==> config.mk <==
export PLATFORM = sky130hd
export DESIGN_NAME = aes_dec_ctrl
export DESIGN_NICKNAME = d
export VERILOG_FILES = /design/src/rtl/aes_dec_ctrl.sv
export SDC_FILE = /design/constraint.sdc
export NUM_CORES = 1
export LEC_CHECK = 0
export ABC_CLOCK_PERIOD_IN_PS = 1900
export CORE_AREA = 2 2 256 258
export DETAILED_ROUTE_END_ITERATION = 12
export DIE_AREA = 0 0 258 260
export SYNTH_ARGS = -nofsm -noshare
export SYNTH_HDL_FRONTEND = slang
export SYNTH_SLANG_ARGS = --single-unit
==> constraint.sdc <==
create_clock -name clk -period 1.9 [get_ports clk]
set_clock_uncertainty 0.15 [all_clocks]
set_input_delay 0.57 -clock clk [delete_from_list [all_inputs] [get_ports clk]]
set_output_delay 0.57 -clock clk [all_outputs]
set_load 0.005 [all_outputs]
==> src/rtl/aes_dec_ctrl.sv <==
// Iterative AES-128 decryption round controller: accepts a ciphertext block, applies the
// initial AddRoundKey, then walks an external inverse-round unit through NR rounds.
module aes_dec_ctrl #(
  parameter int NR = 10
) (
  input  logic         clk,
  input  logic         rst_n,
  input  logic         in_valid,
  output logic         in_ready,
  input  logic [127:0] in_data,
  output logic [3:0]   rk_addr,
  input  logic [127:0] rk_data,
  output logic [127:0] rnd_state,
  output logic         rnd_last,
  input  logic [127:0] rnd_result,
  output logic         out_valid,
  input  logic         out_ready,
  output logic [127:0] out_data,
  output logic         busy
);

  typedef enum logic [1:0] {IDLE, ROUND, DONE} fsm_e;

  localparam logic [3:0] NR_W = 4'(NR);

  fsm_e         fsm_q, fsm_d;
  logic [127:0] state_q, state_d;
  logic [3:0]   round_q, round_d;
  logic [3:0]   rk_addr_q, rk_addr_d;
  logic         in_ready_q, in_ready_d;
  logic         out_valid_q, out_valid_d;
  logic         busy_q, busy_d;
  logic         rnd_last_q, rnd_last_d;

  always_comb begin
    fsm_d   = fsm_q;
    state_d = state_q;
    round_d = round_q;
    unique case (fsm_q)
      IDLE: if (in_valid) begin
        state_d = in_data ^ rk_data;
        round_d = NR_W - 4'd1;
        fsm_d   = ROUND;
      end
      ROUND: begin
        state_d = rnd_result;
        if (round_q == 4'd0) fsm_d = DONE;
        else                 round_d = round_q - 4'd1;
      end
      DONE: if (out_ready) fsm_d = IDLE;
      default: fsm_d = IDLE;
    endcase
    // Outputs are decoded from the next state so they can live in flops.
    in_ready_d  = (fsm_d == IDLE);
    out_valid_d = (fsm_d == DONE);
    busy_d      = (fsm_d != IDLE);
    rnd_last_d  = (fsm_d == ROUND) && (round_d == 4'd0);
    rk_addr_d   = (fsm_d == ROUND) ? round_d : NR_W;
  end

  always_ff @(posedge clk or negedge rst_n) begin
    if (!rst_n) begin
      fsm_q       <= IDLE;
      state_q     <= '0;
      round_q     <= '0;
      rk_addr_q   <= NR_W;
      in_ready_q  <= 1'b1;
      out_valid_q <= 1'b0;
      busy_q      <= 1'b0;
      rnd_last_q  <= 1'b0;
    end else begin
      fsm_q       <= fsm_d;
      state_q     <= state_d;
      round_q     <= round_d;
      rk_addr_q   <= rk_addr_d;
      in_ready_q  <= in_ready_d;
      out_valid_q <= out_valid_d;
      busy_q      <= busy_d;
      rnd_last_q  <= rnd_last_d;
    end
  end

  assign in_ready  = in_ready_q;
  assign out_valid = out_valid_q;
  assign busy      = busy_q;
  assign rnd_last  = rnd_last_q;
  assign rk_addr   = rk_addr_q;
  assign rnd_state = state_q;
  assign out_data  = state_q;

endmodule

* Word level (Yosys, flattened, before mapping) *
Index checks and enable logic that the tools add are counted.

word-level totals
  flip-flop bits (word level) = 142
  bits of input ports = 388
  logic and storage cells = 33

cells by class
  add/sub/neg operators = 1
  eq/ne operators = 5
  multiplexer cells = 10
  bitwise operators = 1
  reductions and logical operators = 8

operator list
  kind                                                  count
  case mux 128 bit (2 select lines)                     1
  2-to-1 mux 128 bit                                    1
  XOR 128 bit                                           1
  2-to-1 mux 4 bit                                      3
  zero test 4 bit                                       2
  case mux 4 bit (2 select lines)                       1
  2-to-1 mux 2 bit                                      3
  case mux 2 bit (3 select lines)                       1
  equality test 2 x 1 -> 1 bit (second input constant)  2
  equality test 2 bit (second input constant)           2
  zero test 2 bit                                       2
  nonzero test 2 bit                                    2
  subtractor 4 x 1 -> 4 bit (second input constant)     1
  inequality test 2 bit (second input constant)         1
  AND reduction 2 bit                                   1
  logical AND 1 bit                                     1

* Depth between registers and ports, before layout *
Gate-level depths: netlist of run 1.

  depth after elaboration = 5
  mapped depth = 7
  depth with buffers taken out = 5

* Worst setup path before layout of run 1 *
Ideal clock, no wire load.

  path kind = register -> register
  start point = register round_q[0]
  end point = register round_q[0]
  setup time = 0.087 ns
  arrival = 1.498 ns
  path slack = 0.165 ns
  cell stages (with the launch flop) = 7
  clock period less this slack = 1.735 ns
  path through = dfrtp_1 -> inv_1 -> ha_1 -> or3b_1 -> clkbuf_1 -> mux2i_1 -> a22oi_1

between the ends
  cells in the longest elaborated chain, start to end = 3
  elaborated cells between the ends (all ways) = 5

RTL lines
  element                                                              line    RTL
  from (decl)                                                          28      logic [3:0] round_q, round_d;
  from (signal assigned)                                               74      round_q <= round_d;
  subtractor 4 x 1 -> 4 bit / zero test 4 bit (equally long branches)  48, 47
  2-to-1 mux 4 bit                                                     47      if (round_q == 4'd0) fsm_d = DONE;
  case mux 4 bit (2 select lines) *                                    39      unique case (fsm_q)
  net round_d[0]                                                       28

The timed path passes the listed nets; every way through them passes the cells marked *.
A chain may end at the register's enable or synchronous reset.

* Worst setup path in the final report of run 1 *
  start point = register state_q[0] (netlist: out_data[0])
  end point = output port out_data[0]

RTL lines
  element                 line  RTL
  from (decl)             27    logic [127:0] state_q, state_d;
  from (signal assigned)  73    state_q <= state_d;
  to (decl)               18    output logic [127:0] out_data,

No word-level cell between the ends.

==> flow_summary.ini, run 1 <==
[synth]
synth_simple_gate_area_share_pct = 6.88
synth_compound_area_share_pct = 8.88
ys.flop_type = dfrtp_1
synthArstFlopShare_pct = 100
synth_seq_cells = 142
synth_top_family_by_area = multiplexers
syn_inst = 870
yosys_warnings = 0
synthAdderAreaFrac_pct = 0.145
netlist_area_um2 = 8640
synth_xor_area_share_pct = 13.0
synth_cell_types = 37
synth_top_area_share_pct = 40.3
synth_area_leaders = dfrtp_1 (40%), mux2i_1 (15%), xor2_1 (13%)
synth_mux_area_share_pct = 15.1
synth_edf_count = 0
seq_area_frac_synth_pct = 41.2
synth_nets = 1259
yosysTopAreaCell = dfrtp_1
syn_avg_cell_area_um2 = 9.93

[cells_and_area]
n_antenna_cell = 0
nets = 1952
final_util_pct = 26.6
final_common_cell = clkdlybuf4s50_1
layout.cells.non_filler = 2431
final_layout_size_suffix_gt1_share_pct = 25.1
design_area_um2 = 17100
syn_to_final_growth_pct = 97.5
layout_common_cells = clkdlybuf4s50_1 (386), nand2_1 (131), mux2i_1 (130)

[grt]
globalRouteOverflowTotal = 0
antenna_found_initial = 0
grt_max_degree = 70
grt_pass1_vias = 9047
grt_pass1_wl_um = 51600
grt_usage_pct = 10.2

[place]
placed_area_um2 = 15500
dp_cells = 2239
io_buffers = 651
routabilityCongestion = 0.813
pre_cts_ws_ns = -0.330
dp_hpwl_um = 27400

[floorplanning]
chipHeight_um = 260
dieWidth_um = 258
core_area_um2 = 64100
num_rows = 93
die_area_um2 = 67100
boundaryPins = 652
start_util_pct = 13.5

[clock_tree]
clk_pin_slew_ns = 0.06
insertion_delay_ns = 0.45
htreeDepth = 4
cts-buffers-inserted = 17
cts_tree = yes
cts-root-buf = clkbuf_16
clock_path_buffers = 2
clkSinkCount = 142

[critical_path]
reg2reg_from = round_q[1]$_DFF_PN0_
start_kind = flop
crit_top_cell = buf_6
crit_arrival_ns = 1.12
critPathTopFamily = flip-flops
crit_slowest_cell = dfrtp_2
startpoint = out_data[0]$_DFFE_PN0P_
crit_chain = buf_6 > buf_6
path_class = reg -> out
path_buf_inv = 2
ff2ff_path_depth = 5
path_max_fanout = 2
cp.depth = 2
slowest_delay_ns = 0.42
cp-end-kind = output port
cp_data_required_time_ns = 1.18

[outcome]
status = completed

[detailed_routing]
viasPerCell = 3.48
wire_per_inst_um = 14.6
dr_total_vias = 8464
drc = 0
wl_um = 35600
drt_pre_antenna_iters = 4
drt-initial-drc-count = 231
ant_nets = 0

[sta]
setup_viol = 0
setup_ws_ns = 0.0587
fmax_mhz = 543
finalCritPeriodShare_pct = 96.9
worst_pin_slew_ns = 0.379
relSlewSlack_pct = 74.7
rsz0062_at_grt = yes
worst_hold_slack_ns = 0.376
hold_viol = 0
fin_crit_ns = 1.84
fin_setup_tns_ns = 0
slew_violations = 0

[power_and_ir_drop]
combPwrFrac_pct = 61.5
swShare_pct = 35.4
power_density_nw_per_um2 = 1430
vdd_drop_max_uv = 582
power_mw = 24.4
p_clk_share_pct = 14.4
p_leak_nw = 7.33
p_int_mw = 15.8
p_sw_mw = 8.64
seq_power_share_pct = 24.0

[hold_path]
hold_path_class = reg -> reg
min-delay-start = out_data[94]$_DFFE_PN0P_
min_path_cells = 2

[flow_run]
max_cap_violations = 0
==> registers in the layout (all words and copies together), names as in the netlist <==
register,count
busy,1
fsm_q,2
in_ready,1
out_data,128
out_valid,1
rk_addr,4
rnd_last,1
round_q,4
==> metal layers <==
layer | up-vias | wire length [µm] | GRT usage (%)
met5 | - | 0 | 0
met4 | 0 | 854 | 4.42
met3 | 38 | 2220 | 2.45
met2 | 379 | 19000 | 19.0
met1 | 3889 | 13500 | 11.0
li1 | 4158 | - | -
==> worst min-delay path, cell delays in order, from the launching register on <==
cell	delay, ns
dfrtp_1	0.37
nand2_1	0.05
o21ai_1	0.07
==> layout make-up <==
type | instances | area, µm²
Inverter | 5 | 18.8
Sequential cell | 142 | 3570
Timing Repair Buffer | 847 | 7990
Clock buffer | 22 | 474
Multi-Input combinational cell | 550 | 3810
Fill cell | 6792 | 47100
Clock inverter | 10 | 136
Tap cell | 855 | 1070
==> power by group through the flow <==
stage / combinational (mW) / sequential, mW / clock, mW
2_1_floorplan: 6.58 / 5.84 / 0
3_3_place_gp: 13.0 / 6.27 / 0
3_5_place_dp: 13.1 / 6.31 / 0
4_1_cts: 15.4 / 5.82 / 3.73
5_1_grt: 16.2 / 6.08 / 3.84
6_report: 15.0 / 5.86 / 3.52
==> cell families (layout without fill, tap and decap cells) <==
family / after synthesis / after routing
AOI/OAI and AO/OA: 144 / 144
xor gates and xnor gates: 128 / 128
adders and majority gates: 1 / 1
buffers and inverters: 178 / 884
DFF: 142 / 142
muxes: 130 / 130
and+or+nand+nor: 147 / 147
==> Yosys cell counts, types with 2 or more instances <==
cell type	count
inv_1	5
nand3b_1	2
mux2i_1	130
xor2_1	128
buf_8	5
dfrtp_1	139
nand2b_1	2
buf_2	13
o21ai_1	128
nand2_1	131
dfstp_2	3
buf_4	139
a21oi_1	3
nor2_1	4
nand3_1	2
o21ai_0	3
clkbuf_1	13
==> final timing paths <==
| kind | end | slack [ns] |
|---|---|---|
| max | out_data[0] | 0.06 |
| min | out_data[94]$_DFFE_PN0P_ | 0.38 |
| max reg2reg | round_q[0]$_DFF_PN0_ | 0.12 |
| min reg2reg | out_data[94]$_DFFE_PN0P_ | 0.38 |
| max in group asynchronous | out_data[0]$_DFFE_PN0P_ | 0.54 |
| min in group asynchronous | out_data[58]$_DFFE_PN0P_ | 0.41 |
==> what timing repair did <==
item / CTS / global route
hold buffers: 1 / 0
resized for setup: 901 / 36
buffers inserted: 177 / 1
gates cloned: 0 / 0
endpoints found under the hold margin: 18 / 0
setup endpoints to repair: 264 / 55
(Power assumes the default switching activity.)
==> run 2: changes to the inputs <==
CTS_CLUSTER_SIZE = 14   (was default)
SKIP_CTS_REPAIR_TIMING = 1   (was default)
SLEW_MARGIN = 20   (was default)
==> run 2 against run 1 <==
  * Worst hold slack lost 0.018 ns
  * Worst setup slack lost 0.013 ns
  * First-iteration DRC count shrank 20%
  * Critical path type unchanged
  * Register-to-register slack is essentially flat
  * Combinational power shrank 9%
  * Largest cell class unchanged
  * Die area is the same
==> flow_summary.ini, run 2 (same netlist as run 1, synthesis figures left out) <==
[outcome]
status = completed

[detailed_routing]
viasPerCell = 3.45
wire_per_inst_um = 14.5
dr_total_vias = 8062
wl_um = 34000
drt-initial-drc-count = 185
ant_nets = 0
drc = 0
drt_pre_antenna_iters = 4

[critical_path]
cp-end-kind = output port
path_max_fanout = 3
crit_chain = buf_4 > buf_4
path_class = reg -> out
crit_arrival_ns = 1.13
cp_data_required_time_ns = 1.18
critPathTopFamily = flip-flops
crit_slowest_cell = dfrtp_1
crit_top_cell = buf_4
slowest_delay_ns = 0.40
start_kind = flop
path_buf_inv = 2

[cells_and_area]
final_util_pct = 27.0
layout_common_cells = clkdlybuf4s50_1 (386), dlymetal6s2s_1 (229), nand2_1 (131)
syn_to_final_growth_pct = 100
n_antenna_cell = 0
design_area_um2 = 17300
layout.cells.non_filler = 2338
nets = 1859
final_layout_size_suffix_gt1_share_pct = 12.9
final_common_cell = clkdlybuf4s50_1
largest_register_ffs = 128

[floorplanning]
die_area_um2 = 67100
dieWidth_um = 258
boundaryPins = 652
core_area_um2 = 64100
start_util_pct = 13.5
chipHeight_um = 260
num_rows = 93

[clock_tree]
htreeDepth = 4
cts-root-buf = clkbuf_16
cts_tree = yes
clock_path_buffers = 2
insertion_delay_ns = 0.45
cts-buffers-inserted = 17
clkSinkCount = 142
clk_pin_slew_ns = 0.06

[sta]
setup_ws_ns = 0.0459
finalCritPeriodShare_pct = 97.6
slew_violations = 0
worst_pin_slew_ns = 0.376
fin_setup_tns_ns = 0
fin_crit_ns = 1.85
setup_viol = 0
hold_viol = 0
fmax_mhz = 539
rsz0062_at_grt = yes
worst_hold_slack_ns = 0.357
relSlewSlack_pct = 74.9

[grt]
use_met1_pct = 10.2
grt_max_degree = 70
grt_usage_pct = 9.31
grt_pass1_vias = 8125
antenna_found_initial = 1
met3_usage_pct = 2.39
grt_pass1_wl_um = 47000
grt_util_met2_pct = 17.0
globalRouteOverflowTotal = 0
grt-busiest-layer = met2

[power_and_ir_drop]
p_int_mw = 15.2
power_mw = 23.2
seq_power_share_pct = 26.1
power_density_nw_per_um2 = 1340
p_sw_mw = 7.99
p_leak_nw = 8.92
combPwrFrac_pct = 58.7
vdd_drop_max_uv = 561
p_clk_share_pct = 15.2
swShare_pct = 34.4

[place]
routabilityCongestion = 0.813
dp_hpwl_um = 27400
pre_cts_ws_ns = -0.330
placed_area_um2 = 15500
dp_cells = 2239
io_buffers = 651

[flow_run]
max_cap_violations = 0

[hold_path]
hold_path_class = reg -> reg
run 2: cell types whose count changed in the layout (fill, tap and decap cells not counted), sizes merged:
cell | before | now
buf | 335 | 135
clkdlybuf4s15 | 99 | 0
dlymetal6s2s | 0 | 229
clkbuf | 29 | 25
dlygate4sd2 | 19 | 0
run 2: layer usage:
layer / part of all wire (%) / vias to the layer above
li1: - / 3964
met1: 38 / 3700
met4: 2.3 / 0
met2: 53 / 364
met5: 0 / -
met3: 6.4 / 34
run 2: worst paths after layout:
check / endpoint / slack, ns / from / cells past startpoint
setup / recovery: rnd_state[73] / 0.05 / out_data[73]$_DFFE_PN0P_ / 2
hold / removal: out_data[60]$_DFFE_PN0P_ / 0.36 / out_data[60]$_DFFE_PN0P_ / 2
setup reg to reg: round_q[0]$_DFF_PN0_ / 0.12 / round_q[1]$_DFF_PN0_ / 5
hold reg to reg: out_data[60]$_DFFE_PN0P_ / 0.36 / out_data[60]$_DFFE_PN0P_ / 2
max in group asynchronous: out_data[0]$_DFFE_PN0P_ / 0.54 / rst_n / 3
min in group asynchronous: out_data[71]$_DFFE_PN0P_ / 0.41 / rst_n / 2
run 2: worst reg2reg max path, delay by kind of cell (launching register included):
family	cells	cell delay, ns
flops	1	0.42
fa+ha+maj	1	0.22
compound gates	1	0.21
mux	1	0.14
buf+inv	1	0.10
simple gates	1	0.45
run 2: area by class of cell:
type	instances	area (µm²)
clock buffers	22	474
clock inverters	10	136
fillers	6687	46800
inverters	5	18.8
multi-input cells	550	3810
flip-flops and latches	142	3570
well taps	855	1070
repair buffers	754	8210
run 2: power groups by stage:
stage | logic, mW | clock network (mW) | registers [mW]
3_5_place_dp | 13.1 | 0 | 6.31
3_3_place_gp | 13.0 | 0 | 6.27
5_1_grt | 14.7 | 3.84 | 6.29
4_1_cts | 13.1 | 3.73 | 6.31
6_report | 13.6 | 3.52 | 6.07
2_1_floorplan | 6.58 | 0 | 5.84
==> patch 1: new RTL, flow settings as in run 1 <==
Encoding of `fsm_e`: now one-hot (3 bits for 3 states).
--- a/src/rtl/aes_dec_ctrl.sv
+++ b/src/rtl/aes_dec_ctrl.sv
@@ -21,3 +21,3 @@
 
-  typedef enum logic [1:0] {IDLE, ROUND, DONE} fsm_e;
+  typedef enum logic [2:0] {IDLE = 3'b001, ROUND = 3'b010, DONE = 3'b100} fsm_e;
 
Check against the original RTL: same outputs for any inputs over 10 cycles, from zero or initial values and one cycle with rst_n low; not proved beyond that.
==> patch 1 against run 1 <==
- via count is 1.4% higher
- routed wire length up 2.3%
- die area stayed put
- synthesized area is 0.77% higher
- cell count up 0.74%
- sequential cell count up 1
- power is 6.2% lower
- final area is 1.2% higher
- clock power is 8.2% higher
- setup slack got worse by 0.0078 ns
- non-clock buffer count grew 18
- largest cell class unchanged
==> patch 1: results (changes against run 1) <==
worst setup path start out_data[113]; clock-cell share of area 3.77% (+0.20 points); run status complete, no violations; Resized Gates After CTS 833 (-7.5%); Buffers excl. clock 865 (+2.1%); Peak VDD IR 583 µV (+0.12%); synth top area cells dfrtp_1 40%, mux2i_1 15%, xor2_1 13%; DP HPWL 27500 µm (+0.31%); fillers 6747 (-0.66%); Worst Hold Class input pin to async pin; # Post-CTS Setup Buffers 151 (-15%); Yosys reg bits 143 (+0.70%); vias in the first global route 9351 (+3.4%); wire length on met3 2290 µm (+3.1%); highest metal used met5; wl on met1 14200 µm (+4.9%); YS warnings 0 (unchanged); initial antenna violation count 1 (+1); GPL Wtd Cong 0.842 (+3.5%); Synth top cells by count 143 x buf_4, 139 x dfrtp_1, 132 x nand2_1, 129 x mux2i_1, 128 x xor2_1; Inst Count DP 2275 (+1.6%); Root Driver clkbuf_16; Synth Area in Adders 0.144% (-0.0011 points); NonClk Buf Share 47.2% (+0.38 points); Distinct cells, synth 35 (-5.4%); inverters 3 (-2); r2r setup slk 0.10 ns (-0.02 ns); GRT Util Overall 10.4% (+0.14 points); worst flop-to-flop path startpoint fsm_q[0]; register share of the cell area 20.8% (-0.13 points); crit path DAT 1.13 ns; total CTS buffers 17 (unchanged); Worst slew margin 69.6% (-5.1 points); share of layout cells above drive strength 1 24.3% (-0.85 points); XOR/XNOR Fraction of Synth Area 13.0% (about the same); met3 Usage GRT 2.84% (+0.39 points); clkbuf count 18 (-18%); P_leak 7.39 nW (+0.85%); Post-Route WL 36400 µm (+2.3%); worst setup path end out_data[113]; vias per cell 3.50 (+0.64%); compound-gate portion of the synthesized area 8.39% (-0.48 points); Worst Hold Slack 0.380 ns (+0.00442 ns); first-pass GRT wire length 52600 µm (+2.0%); comb_multi_in 551 (+0.18%); met1 Use GR 11.1% (+0.15 points); DR WL met2 19200 µm (+0.90%); post-synthesis mux area share 14.8% (-0.23 points); R2R Path End out_data[8]; Iter 0 DRT Violations 237 (+2.6%); nets 1970 (+0.92%); max_cap viols 0 (unchanged); area taken by multi-input logic gates 0.00380 mm² (-0.23%); sequential fraction of the synthesis area 41.2% (about the same); pin count of the biggest net entering global routing 56 (-20%); max reg flops 128 (unchanged); GR Util met2 19.3% (+0.28 points); DR WL/cell 14.9 µm (+1.6%)
[patch 1: changes by cell type in the layout (fill, tap and decap cells not counted), sizes merged, moves of 2 or more]
| cell | delta |
|---|---|
| o21bai | -2 |
| dlygate4sd2 | +2 |
| nor3b | +2 |
| clkbuf | +2 |
| bufinv | +2 |
| nor2 | -2 |
| o21ai | -2 |
| buf | -8 |
| a21oi | +4 |
| clkdlybuf4s15 | +18 |
| nor3 | +2 |
[patch 1: through the flow]
stage | setup slack, ns | cell area (µm²) | setup TNS (ns) | utilization, %
finish | 0.0509 | 17300 | 0 | 26.9
global route | -0.0123 | 17300 | -0.0543 | 26.9
CTS | -0.109 | 17300 | -1.54 | 26.9
detailed placement | -0.437 | 15700 | -45.97 | 24.4
global placement | -0.405 | 15700 | -43.78 | 24.4
floorplan | 0.112 | 8710 | 0 | -
[patch 1: power breakdown]
group	leakage [nW]	switching, mW	total (mW)	internal (mW)
combinational	5.35	5.08	13.2	8.13
clock	0.320	1.45	3.81	2.36
sequential	1.71	1.24	5.86	4.61
==> patch 2: new RTL, flow settings as in run 1 <==
Without the edit above. The parameter `NR` goes from 10 to 8.
--- a/src/rtl/aes_dec_ctrl.sv
+++ b/src/rtl/aes_dec_ctrl.sv
@@ -3,3 +3,3 @@
 module aes_dec_ctrl #(
-  parameter int NR = 10
+  parameter int NR = 8
 ) (
Function: changed (Yosys sat finds a counterexample within 4 cycles, from zero or initial values and one cycle with rst_n low).
==> patch 2 against run 1 <==
- setup slack worse by 0.018 ns
- final area increased by 2.4%
- register-to-register slack got worse by 0.05 ns
- power grew 4.1%
- synthesized area down 1.4%
- routed wire length grew 9.0%
- sequential cell count stayed put
- maximum frequency shrank 0.99%
- critical path type unchanged
- largest cell class unchanged
- largest power group unchanged
==> patch 2: results (changes against run 1) <==
fillers 6832 (+0.59%); pin count of the biggest net entering global routing 51 (-27%); first-pass GRT wire length 55100 µm (+6.8%); post-synth net total 1396 (+11%); Net Sw Frac 36.8% (+1.4 points); Synth top cells by count 147 x buf_4, 140 x dfrtp_1, 131 x nor2_1, 130 x a21oi_1, 130 x nand2_1; crit path DAT 1.14 ns (+0.02 ns); worst hold path startpoint out_data[67]; synth top area cells dfrtp_1 41%, xnor2_1 13%, buf_4 13%; R2R Path End rnd_last; nets 2119 (+8.6%); GPL Wtd Cong 0.895 (+10%); vias per cell 3.59 (+3.1%); Slew @ Worst Pin 0.436 ns (+0.0565 ns); Min-Delay Path Depth 2 (unchanged); GRT Util Overall 11.0% (+0.76 points); Final period util 97.9% (+0.96 points); run status complete, no violations; P_leak 7.26 nW (-0.90%); sequential fraction of the synthesis area 41.7% (+0.57 points); initial antenna violation count 2 (+2); dpl ws -0.312 ns (+0.0178 ns); Peak VDD IR 621 µV (+6.6%); worst flop-to-flop path startpoint round_q[0]; Worst Hold End out_data[67]; r2r setup slk 0.07 ns (-0.05 ns); combinational share of power 63.8% (+2.3 points); DP HPWL 29500 µm (+7.9%); share of layout cells above drive strength 1 26.0% (+0.92 points); Iter 0 DRT Violations 337 (+46%); clock buffer depth 2 (unchanged); Distinct cells, synth 34 (-8.1%); DR WL/cell 14.9 µm (+2.0%); power in the clock group 3.30 mW (-6.3%)
==> patch 2: cell count changes after synthesis, moves of 3 or more <==
cell / before / now
xnor2_1: 0 / 128
nor2_1: 4 / 131
buf_6: 1 / 4
mux2i_1: 130 / 1
buf_4: 139 / 147
buf_2: 13 / 21
buf_8: 5 / 0
xor2_1: 128 / 0
o21ai_1: 128 / 118
a21oi_1: 3 / 130
o21ai_0: 3 / 14
==> patch 2: worst max-delay path, cell delays in order (launching register included) <==
cell     delay (ns)
dfrtp_2        0.42
buf_6          0.14
buf_6          0.11
==> patch 2: through the flow <==
step / std cells / utilization, % / hold WS [ns] / total power, mW / cell area (µm²)
2_1_floorplan: 1007 / - / 0.124 / 12.3 / 8520
3_3_place_gp: 2394 / 24.2 / 0.347 / 19.3 / 15500
3_5_place_dp: 2394 / 24.2 / 0.361 / 19.6 / 15500
4_1_cts: 2611 / 27.1 / 0.384 / 25.5 / 17400
5_1_grt: 2598 / 27.3 / 0.412 / 27.3 / 17500
6_report: 2598 / 27.3 / 0.374 / 25.4 / 17500
==> patch 2: cells by family (layout without fill, tap and decap cells) <==
logic type / count (synthesis) / after routing / synth area share, %
simple gates: 275 / 275 / 12.9
fa+ha+maj: 1 / 1 / 0.147
xor+xnor: 128 / 128 / 13.2
flops: 142 / 142 / 41.7
mux: 1 / 1 / 0.117
buf+inv: 191 / 927 / 15.6
compound gates: 269 / 269 / 16.4
==> patch 2: per-layer routing <==
| layer | GRT usage [%] | vias to the layer above | part of all wire, % |
|---|---|---|---|
| met3 | 3.40 | 55 | 6.9 |
| met5 | 0 | - | 0.034 |
| li1 | - | 4604 | - |
| met4 | 5.52 | 2 | 3.5 |
| met2 | 19.6 | 412 | 52 |
| met1 | 11.6 | 4249 | 38 |
==> patch 2: area by class of cell <==
| cell class | instances | area, µm² | share of cell area (%) |
|---|---|---|---|
| Timing Repair Buffer | 890 | 8600 | 49.2 |
| Multi-Input combinational cell | 674 | 3640 | 20.8 |
| Sequential cell | 142 | 3570 | 20.4 |
| Tap cell | 855 | 1070 | 6.12 |
| Clock buffer | 19 | 443 | 2.53 |
| Clock inverter | 13 | 130 | 0.745 |
| Inverter | 5 | 18.8 | 0.107 |
==> patch 2: how the worst max path moves through the flow <==
stage                 start            end  depth (start not counted)
6_report        out_data[8]   rnd_state[8]                          2
5_1_grt        out_data[38]  rnd_state[38]                          2
4_1_cts        out_data[99]   out_data[99]                          3
3_5_place_dp       in_valid  out_data[118]                          5
3_3_place_gp       in_valid    out_data[9]                          6
2_1_floorplan    round_q[0]       rnd_last                          6
==> patch 2: repair_timing <==
item	in CTS	in global routing
hold buffers	1	0
setup endpoints to repair	261	99
cloned	0	1
buffers inserted	184	9
endpoints found under the hold margin	24	0
gates resized for setup	935	84
pin swaps	0	0
